$ cat src/rtl/bullet_pool_pkg.sv
// Shared constants, types and the heading-to-velocity helper for the bullet engine.
package bullet_pkg;
  localparam int COORD_W      = 10;
  localparam int SCREEN_X_MAX = 639;
  localparam int SCREEN_Y_MAX = 479;

  typedef logic [COORD_W-1:0] coord_t;
  // Wide signed container; the engine truncates to COORD_W+FRAC_W+1 bits.
  typedef logic signed [31:0] vel_t;

  // Sign-magnitude trig (127 = 1.0) scaled by speed: |v| = (speed*mag) >> 7.
  // A zero magnitude yields zero whatever the sign bit says.
  function automatic vel_t trig_to_vel(input int speed, input logic [7:0] trig);
    vel_t mag;
    mag = vel_t'((speed * int'({25'd0, trig[6:0]})) >>> 7);
    return trig[7] ? -mag : mag;
  endfunction
endpackage

$ cat src/rtl/bullet_pool_if.sv
// Tank/collision-side bundle of the bullet pool.
interface bullet_pool_if import bullet_pkg::*; #(
  parameter int NUM_BULLETS = 5
);
  logic                           fire;
  coord_t                         tankX, tankY;
  logic [7:0]                     sin, cos;
  logic [NUM_BULLETS-1:0]         wall_top, wall_bottom, wall_left, wall_right;
  logic [NUM_BULLETS-1:0]         hit;
  logic [NUM_BULLETS-1:0]         active;
  logic [COORD_W*NUM_BULLETS-1:0] bullet_x, bullet_y;
  logic                           fire_ack, fire_drop;

  modport master (
    output fire, tankX, tankY, sin, cos, wall_top, wall_bottom, wall_left, wall_right, hit,
    input  active, bullet_x, bullet_y, fire_ack, fire_drop
  );
  modport slave (
    input  fire, tankX, tankY, sin, cos, wall_top, wall_bottom, wall_left, wall_right, hit,
    output active, bullet_x, bullet_y, fire_ack, fire_drop
  );
endinterface

$ cat src/rtl/bullet_pool_slot.sv
// One bullet: spawn, per-frame move with wall reflection, retire on hit/age/bounces/off-screen.
module bullet_slot import bullet_pkg::*; #(
  parameter int LIFETIME    = 1000,
  parameter int MAX_BOUNCES = 8,
  parameter int FRAC_W      = 4
)(
  input  logic                             clk,
  input  logic                             rst,
  input  logic                             spawn,
  input  logic [COORD_W+FRAC_W:0]          spawn_x,
  input  logic [COORD_W+FRAC_W:0]          spawn_y,
  input  logic signed [COORD_W+FRAC_W:0]   spawn_vx,
  input  logic signed [COORD_W+FRAC_W:0]   spawn_vy,
  input  logic                             wall_top,
  input  logic                             wall_bottom,
  input  logic                             wall_left,
  input  logic                             wall_right,
  input  logic                             hit,
  output logic                             active,
  output coord_t                           x,
  output coord_t                           y
);
  localparam int POS_W = COORD_W + FRAC_W + 1;
  localparam int AGE_W = $clog2(LIFETIME + 1);
  localparam int BN_W  = $clog2(MAX_BOUNCES + 2);
  localparam logic [0:0] S_IDLE = 1'b0;
  localparam logic [0:0] S_LIVE = 1'b1;
  localparam logic [COORD_W:0] X_LIM = SCREEN_X_MAX[COORD_W:0];
  localparam logic [COORD_W:0] Y_LIM = SCREEN_Y_MAX[COORD_W:0];

  logic [0:0]              state;
  logic [POS_W-1:0]        px, py, npx, npy;
  logic signed [POS_W-1:0] vx, vy, nvx, nvy;
  logic [AGE_W-1:0]        age;
  logic [BN_W-1:0]         bounces;
  logic                    any_wall, off_screen;

  // Next velocity/position; integer part is treated unsigned so a negative wrap lands > limit.
  always_comb begin
    any_wall   = wall_top | wall_bottom | wall_left | wall_right;
    nvx        = (wall_left | wall_right) ? -vx : vx;
    nvy        = (wall_top  | wall_bottom) ? -vy : vy;
    npx        = px + POS_W'(nvx);
    npy        = py + POS_W'(nvy);
    off_screen = (npx[POS_W-1:FRAC_W] > X_LIM) || (npy[POS_W-1:FRAC_W] > Y_LIM);
  end

  // IDLE -> LIVE on spawn; LIVE -> IDLE on the first retire condition in priority order.
  always_ff @(posedge clk or posedge rst) begin
    if (rst) begin
      state   <= S_IDLE;
      px      <= '0;
      py      <= '0;
      vx      <= '0;
      vy      <= '0;
      age     <= '0;
      bounces <= '0;
    end else if (state == S_IDLE) begin
      if (spawn) begin
        state   <= S_LIVE;
        px      <= spawn_x;
        py      <= spawn_y;
        vx      <= spawn_vx;
        vy      <= spawn_vy;
        age     <= '0;
        bounces <= '0;
      end
    end else begin
      if (hit) begin
        state <= S_IDLE;
      end else if (age == AGE_W'(LIFETIME - 1)) begin
        state <= S_IDLE;
      end else if (any_wall && MAX_BOUNCES != 0 && bounces == BN_W'(MAX_BOUNCES)) begin
        state <= S_IDLE;
      end else begin
        vx  <= nvx;
        vy  <= nvy;
        px  <= npx;
        py  <= npy;
        age <= age + 1'b1;
        if (any_wall && bounces != '1) bounces <= bounces + 1'b1;
        if (off_screen) state <= S_IDLE;
      end
    end
  end

  assign active = (state == S_LIVE);
  assign x      = px[FRAC_W +: COORD_W];
  assign y      = py[FRAC_W +: COORD_W];
endmodule

$ cat src/rtl/bullet_pool.sv
// Multi-bullet engine: fire-edge detect, cooldown, lowest-free-slot allocator, slot array.
module bullet_pool import bullet_pkg::*; #(
  parameter int NUM_BULLETS  = 5,
  parameter int LIFETIME     = 1000,
  parameter int MAX_BOUNCES  = 8,
  parameter int COOLDOWN     = 10,
  parameter int SPEED        = 32,
  parameter int FRAC_W       = 4,
  parameter int SPAWN_OFFSET = 4
)(
  input  logic         frame_clk,
  input  logic         Reset,
  bullet_pool_if.slave bus
);
  localparam int POS_W = COORD_W + FRAC_W + 1;
  localparam int CD_W  = $clog2(COOLDOWN + 2);

  logic                                  fire_q, fire_edge, free_found, do_spawn;
  logic                                  fire_ack, fire_drop;
  logic [CD_W-1:0]                       cooldown;
  logic [NUM_BULLETS-1:0]                active, alloc;
  logic signed [POS_W-1:0]               vx, vy;
  logic [POS_W-1:0]                      spawn_x, spawn_y;
  logic [NUM_BULLETS-1:0][COORD_W-1:0]   xs, ys;

  // Launch vector and muzzle position from the current heading and tank centre.
  always_comb begin
    vx      = POS_W'(trig_to_vel(SPEED, bus.cos));
    vy      = POS_W'(-trig_to_vel(SPEED, bus.sin));
    spawn_x = POS_W'({bus.tankX, {FRAC_W{1'b0}}}) + POS_W'(SPAWN_OFFSET) * POS_W'(vx);
    spawn_y = POS_W'({bus.tankY, {FRAC_W{1'b0}}}) + POS_W'(SPAWN_OFFSET) * POS_W'(vy);
  end

  // Lowest idle slot wins; uses registered active so a slot freed this frame waits one frame.
  always_comb begin
    alloc      = '0;
    free_found = 1'b0;
    for (int i = 0; i < NUM_BULLETS; i++) begin
      if (!active[i] && !free_found) begin
        alloc[i]   = 1'b1;
        free_found = 1'b1;
      end
    end
    fire_edge = bus.fire & ~fire_q;
    do_spawn  = fire_edge && (cooldown == '0) && free_found;
  end

  // Edge history, cooldown and the ack/drop pulses.
  always_ff @(posedge frame_clk or posedge Reset) begin
    if (Reset) begin
      fire_q    <= 1'b0;
      cooldown  <= '0;
      fire_ack  <= 1'b0;
      fire_drop <= 1'b0;
    end else begin
      fire_q    <= bus.fire;
      fire_ack  <= do_spawn;
      fire_drop <= fire_edge & ~do_spawn;
      if (do_spawn)             cooldown <= CD_W'(COOLDOWN);
      else if (cooldown != '0)  cooldown <= cooldown - 1'b1;
    end
  end

  for (genvar i = 0; i < NUM_BULLETS; i++) begin : g_slot
    bullet_slot #(
      .LIFETIME(LIFETIME), .MAX_BOUNCES(MAX_BOUNCES), .FRAC_W(FRAC_W)
    ) u_slot (
      .clk        (frame_clk),
      .rst        (Reset),
      .spawn      (do_spawn & alloc[i]),
      .spawn_x    (spawn_x),
      .spawn_y    (spawn_y),
      .spawn_vx   (vx),
      .spawn_vy   (vy),
      .wall_top   (bus.wall_top[i]),
      .wall_bottom(bus.wall_bottom[i]),
      .wall_left  (bus.wall_left[i]),
      .wall_right (bus.wall_right[i]),
      .hit        (bus.hit[i]),
      .active     (active[i]),
      .x          (xs[i]),
      .y          (ys[i])
    );
  end

  assign bus.active    = active;
  assign bus.bullet_x  = xs;
  assign bus.bullet_y  = ys;
  assign bus.fire_ack  = fire_ack;
  assign bus.fire_drop = fire_drop;
endmodule

$ cat src/flat_wrapper.sv
// flat-port wrapper written by rule: the top's interface ports become plain ports
module bullet_pool_flat import bullet_pkg::*;
#(
  parameter int NUM_BULLETS  = 5,
  parameter int LIFETIME     = 1000,
  parameter int MAX_BOUNCES  = 8,
  parameter int COOLDOWN     = 10,
  parameter int SPEED        = 32,
  parameter int FRAC_W       = 4,
  parameter int SPAWN_OFFSET = 4
)
  (frame_clk, Reset, bus_fire, bus_tankX, bus_tankY, bus_sin, bus_cos, bus_wall_top, bus_wall_bottom, bus_wall_left, bus_wall_right, bus_hit, bus_active, bus_bullet_x, bus_bullet_y, bus_fire_ack, bus_fire_drop);
  bullet_pool_if #(.NUM_BULLETS(NUM_BULLETS)) bus_i ();
  input  logic frame_clk;
  input  logic Reset;
  input wire logic [$bits(bus_i.fire)-1:0] bus_fire;
  input wire logic [$bits(bus_i.tankX)-1:0] bus_tankX;
  input wire logic [$bits(bus_i.tankY)-1:0] bus_tankY;
  input wire logic [$bits(bus_i.sin)-1:0] bus_sin;
  input wire logic [$bits(bus_i.cos)-1:0] bus_cos;
  input wire logic [$bits(bus_i.wall_top)-1:0] bus_wall_top;
  input wire logic [$bits(bus_i.wall_bottom)-1:0] bus_wall_bottom;
  input wire logic [$bits(bus_i.wall_left)-1:0] bus_wall_left;
  input wire logic [$bits(bus_i.wall_right)-1:0] bus_wall_right;
  input wire logic [$bits(bus_i.hit)-1:0] bus_hit;
  output wire logic [$bits(bus_i.active)-1:0] bus_active;
  output wire logic [$bits(bus_i.bullet_x)-1:0] bus_bullet_x;
  output wire logic [$bits(bus_i.bullet_y)-1:0] bus_bullet_y;
  output wire logic [$bits(bus_i.fire_ack)-1:0] bus_fire_ack;
  output wire logic [$bits(bus_i.fire_drop)-1:0] bus_fire_drop;
  assign bus_i.fire = bus_fire;
  assign bus_i.tankX = bus_tankX;
  assign bus_i.tankY = bus_tankY;
  assign bus_i.sin = bus_sin;
  assign bus_i.cos = bus_cos;
  assign bus_i.wall_top = bus_wall_top;
  assign bus_i.wall_bottom = bus_wall_bottom;
  assign bus_i.wall_left = bus_wall_left;
  assign bus_i.wall_right = bus_wall_right;
  assign bus_i.hit = bus_hit;
  assign bus_active = bus_i.active;
  assign bus_bullet_x = bus_i.bullet_x;
  assign bus_bullet_y = bus_i.bullet_y;
  assign bus_fire_ack = bus_i.fire_ack;
  assign bus_fire_drop = bus_i.fire_drop;
  bullet_pool #(.NUM_BULLETS(NUM_BULLETS), .LIFETIME(LIFETIME), .MAX_BOUNCES(MAX_BOUNCES), .COOLDOWN(COOLDOWN), .SPEED(SPEED), .FRAC_W(FRAC_W), .SPAWN_OFFSET(SPAWN_OFFSET)) u_core (.frame_clk(frame_clk), .Reset(Reset), .bus(bus_i));
endmodule
$ cat config.mk
export PLATFORM = sky130hd
export DESIGN_NAME = bullet_pool_flat
export DESIGN_NICKNAME = d
export VERILOG_FILES = /design/src/rtl/bullet_pool_pkg.sv /design/src/rtl/bullet_pool_if.sv /design/src/rtl/bullet_pool_slot.sv /design/src/rtl/bullet_pool.sv /design/src/flat_wrapper.sv
export SDC_FILE = /design/constraint.sdc
export NUM_CORES = 1
export LEC_CHECK = 0
export ABC_CLOCK_PERIOD_IN_PS = 15800
export CORE_UTILIZATION = 25
export DETAILED_ROUTE_END_ITERATION = 10
export HOLD_SLACK_MARGIN = 0.02
export PLACE_DENSITY = 0.49
export SETUP_SLACK_MARGIN = 0.5
export SLEW_MARGIN = 40
export SYNTH_ARGS = -nofsm -noshare
export SYNTH_HDL_FRONTEND = slang
export SYNTH_SLANG_ARGS = --single-unit
$ cat constraint.sdc
create_clock -name frame_clk -period 15.8 [get_ports frame_clk]
set_input_delay 1.58 -clock frame_clk [delete_from_list [all_inputs] [get_ports frame_clk]]
set_output_delay 1.58 -clock frame_clk [all_outputs]
set_load 0.005 [all_outputs]
==> metrics.txt <==
Ports 171; area share of the largest cell type after synthesis approximately 34%; Seq pwr share 31.8%; initial antenna violation count 5; GP Congestion roughly 0.87; most frequent CP cell ha_1; Leakage around 15 nW; # fillers around 12000; Period minus WS final ~6.1 ns; largest net degree at the start of global routing 113; clock power share ~30%; flops & latches, synth around 380; Final Max Tran Viols 0; Setup-failing EPs final 0; Root Buffer clkbuf_16; hold crit path type flip-flop to flip-flop; Max Clk Rate 0.164 GHz; status finished clean; Clock Tree Buf Depth 3; Sw Share 37.8%; cell family with most CP delay buffers and inverters; Row Count around 120; GRT overflow 0; first-pass GRT wire length 149 mm; FF+latch area around 9600 um2; Setup CP Type input pin to flip-flop; Comb pwr share 38.6%; fraction of layout cells with a size suffix above 1 under 10%; DRC viols 0; Post-Route Skew ~0.039 ns; post-route cell area 32600 um2; crit path launch type input pin; Synth Instances 3194; synth unique cells 97; NetSw roughly 1.4 mW; clk sinks approximately 380; placed cell areas between 30000 and 40000 um2; # hold bufs at CTS 0; wire per inst 20.9 um; # Post-CTS Setup Buffers 0; Max-Cap Viols 0; initial core utilization 25.3%; area delta synth->final 16.2%; cts repair resizes 0; WP buf/inv 4; Arrival @ worst endpoint roughly 6.5 ns; Synth Warn # 0; height of the die roughly 340 um; syn avg cell area 8.78 um2; async set or reset register ratio after synthesis between 90% and 100%; DR iter-0 viols 1727; Critical Path RT between 15 and 20 ns; routed wire length about 100 mm; Post-synth top flop dfrtp_1; Pwr Density ~120 nW/um2; most numerous cell in the Yosys netlist dfrtp_1; nets@finish about 3500; Setup TNS 0 ns; Clk pin slew, worst setup/hold paths about 0.060 ns; hpwl dp around 70 mm; Final Cycle Share about two fifths; CTS tree built; number of flops mapped to enable cells by yosys 0; RSZ-0062 raised after global routing no; multi-input logic area 17000 um2; Synth Cell Area 28000 um2; via count of the routed design roughly 24000; CP Max Fanout 8; final hold violations 0; First-pass DRT Iterations 5; remaining antenna violation count after routing 0; Peak VDD IR 0.0889 mV; max_slew headroom between 40% and 50%; crit-path max cell delay 0.50 ns; syn_nets around 3500; worst slew pin tran approximately 0.88 ns; vias in the first global route approximately 23000; Worst path slowest cell xor2_2; Placeable Area between 100000 and 150000 um2; final core occ 29.4%; H-tree levels 2; biggest area consumer among synthesized cells dfrtp_1; Seq/Total Area, Yosys between 30% and 40%; IO Port Bufs about 170; internal power approximately 2.4 mW; Total GRT Usage 17.3%; chip width approximately 340 um; critical-path cell list clkdlybuf4s50_1 -> buf_4 -> inv_1 -> ha_1 -> and2_1 -> ha_1 -> mux2i_1 -> nand2_1 -> or2_1 -> nand2_1 -> inv_1 -> ha_1 -> a21oi_1 -> o21ai_1 -> a31oi_1 -> xor2_2 -> o221ai_1; post-DR vias/cell between 5 and 6; CTS buffer count 49; Setup crit end kind flip-flop; most common library cells after synthesis dfrtp_1 (382), nand2_1 (353), nor2_1 (326), ha_1 (221), a21oi_1 (182); Power Total 3.81 mW; Synth area leaders dfrtp_1 (34%), ha_1 (9.9%), xor2_1 (5.3%); clk_lat worst skew around 0.6 ns; die area around 110000 um2
power by group through the flow:
stage / logic (mW) / clock network, mW / registers [mW]
final: 1.47 / 1.13 / 1.21
after CTS: 1.48 / 1.16 / 1.21
after floorplan: 1.08 / 0 / 1.18
after global placement: 1.46 / 0 / 1.23
after detailed placement: 1.47 / 0 / 1.23
after global routing: 1.63 / 1.20 / 1.23
through the flow:
step | std cells | hold slack (ns) | setup WS, ns
floorplan | 3194 | 0.456 | 3.61
global placement | 4682 | 0.469 | 8.85
detailed placement | 4684 | 0.485 | 9.13
CTS | 4766 | 0.497 | 9.73
global route | 4766 | 0.513 | 9.45
finish | 4768 | 0.494 | 9.69
cell usage in the layout, fill, tap and decap left out, drive strengths merged, types with 32 or more instances in the layout:
cell type      netlist  final
dfrtp              382    382
nand2              353    353
nor2               328    328
ha                 221    221
a21oi              184    184
o21ai              176    176
xor2               171    171
clkdlybuf4s50        0    166
xnor2              145    145
inv                115    115
nor3                80     80
nand3               69     69
clkbuf             104     68
a221o               63     63
a22oi               58     58
buf                117     57
o221ai              56     56
a21o                42     42
or3                 37     37
o21a                35     35
a31oi               32     32
per-layer routing:
| layer | up-vias | wire [um] | global-route usage, % |
|---|---|---|---|
| li1 | 11600 | - | - |
| met5 | - | 23 | 0 |
| met3 | 125 | 5810 | 3.38 |
| met2 | 510 | 44200 | 27.1 |
| met4 | 4 | 2740 | 4.69 |
| met1 | 11800 | 46800 | 24.0 |
worst register-to-register path, stage by stage, from the launching register on:
cell and delay [ns]:
dfrtp_1 0.71, nand4_1 0.49, o211ai_1 0.71, buf_4 0.35
or3_1 0.14, buf_4 0.41, nand2_1 0.62, buf_4 0.43
nand4_1 0.24, nor2_1 0.10, xnor2_1 0.14, nor2_1 0.05
area by class of cell:
class / count / area share (%)
sequential: 382 / 29.3
tap: 1488 / 5.72
clock buffer: 68 / 4.36
inverter: 115 / 1.36
multi-input combinational: 2476 / 52.2
antenna: 2 / 0.0154
timing repair buffer: 223 / 6.56
clock inverter: 14 / 0.457
worst paths after layout:
check | endpoint | from | depth (start not counted) | slack, ns
max reg2reg | u_core.g_slot[2].u_slot.age[9]$_DFFE_PP0P_ | u_core.g_slot[3].u_slot.active$_DFF_PP0_ | 11 | 11.29
max | u_core.g_slot[1].u_slot.py[14]$_DFFE_PP0P_ | bus_sin[2] | 17 | 9.69
min reg2reg | u_core.g_slot[1].u_slot.py[3]$_DFFE_PP0P_ | u_core.g_slot[1].u_slot.py[3]$_DFFE_PP0P_ | 2 | 0.49
max in group asynchronous | u_core.g_slot[4].u_slot.vx[3]$_DFFE_PP0P_ | Reset | 5 | 12.40
min in group asynchronous | u_core.g_slot[2].u_slot.py[8]$_DFFE_PP0P_ | Reset | 2 | 1.48
min | u_core.g_slot[1].u_slot.py[3]$_DFFE_PP0P_ | u_core.g_slot[1].u_slot.py[3]$_DFFE_PP0P_ | 2 | 0.49
flip-flops by register name, indices dropped and copies added (netlist names):
register,count
u_core.bus.fire_ack,1
u_core.bus.fire_drop,1
u_core.cooldown,4
u_core.fire_q,1
u_core.g_slot.u_slot.active,5
u_core.g_slot.u_slot.age,50
u_core.g_slot.u_slot.bounces,20
u_core.g_slot.u_slot.px,75
u_core.g_slot.u_slot.py,75
u_core.g_slot.u_slot.vx,75
u_core.g_slot.u_slot.vy,75
cell families (layout without fill, tap and decap cells):
logic type,count (synthesis),count (layout),share of synthesized area (%)
compound gates,870,870,21.5
xor+xnor,317,317,10.1
fa+ha+maj,233,233,10.7
buf+inv,336,420,6.03
flops,382,382,34.1
mux,17,17,0.643
other cells,0,2,0
simple gates,1039,1039,16.9
(Power assumes the default switching activity.)
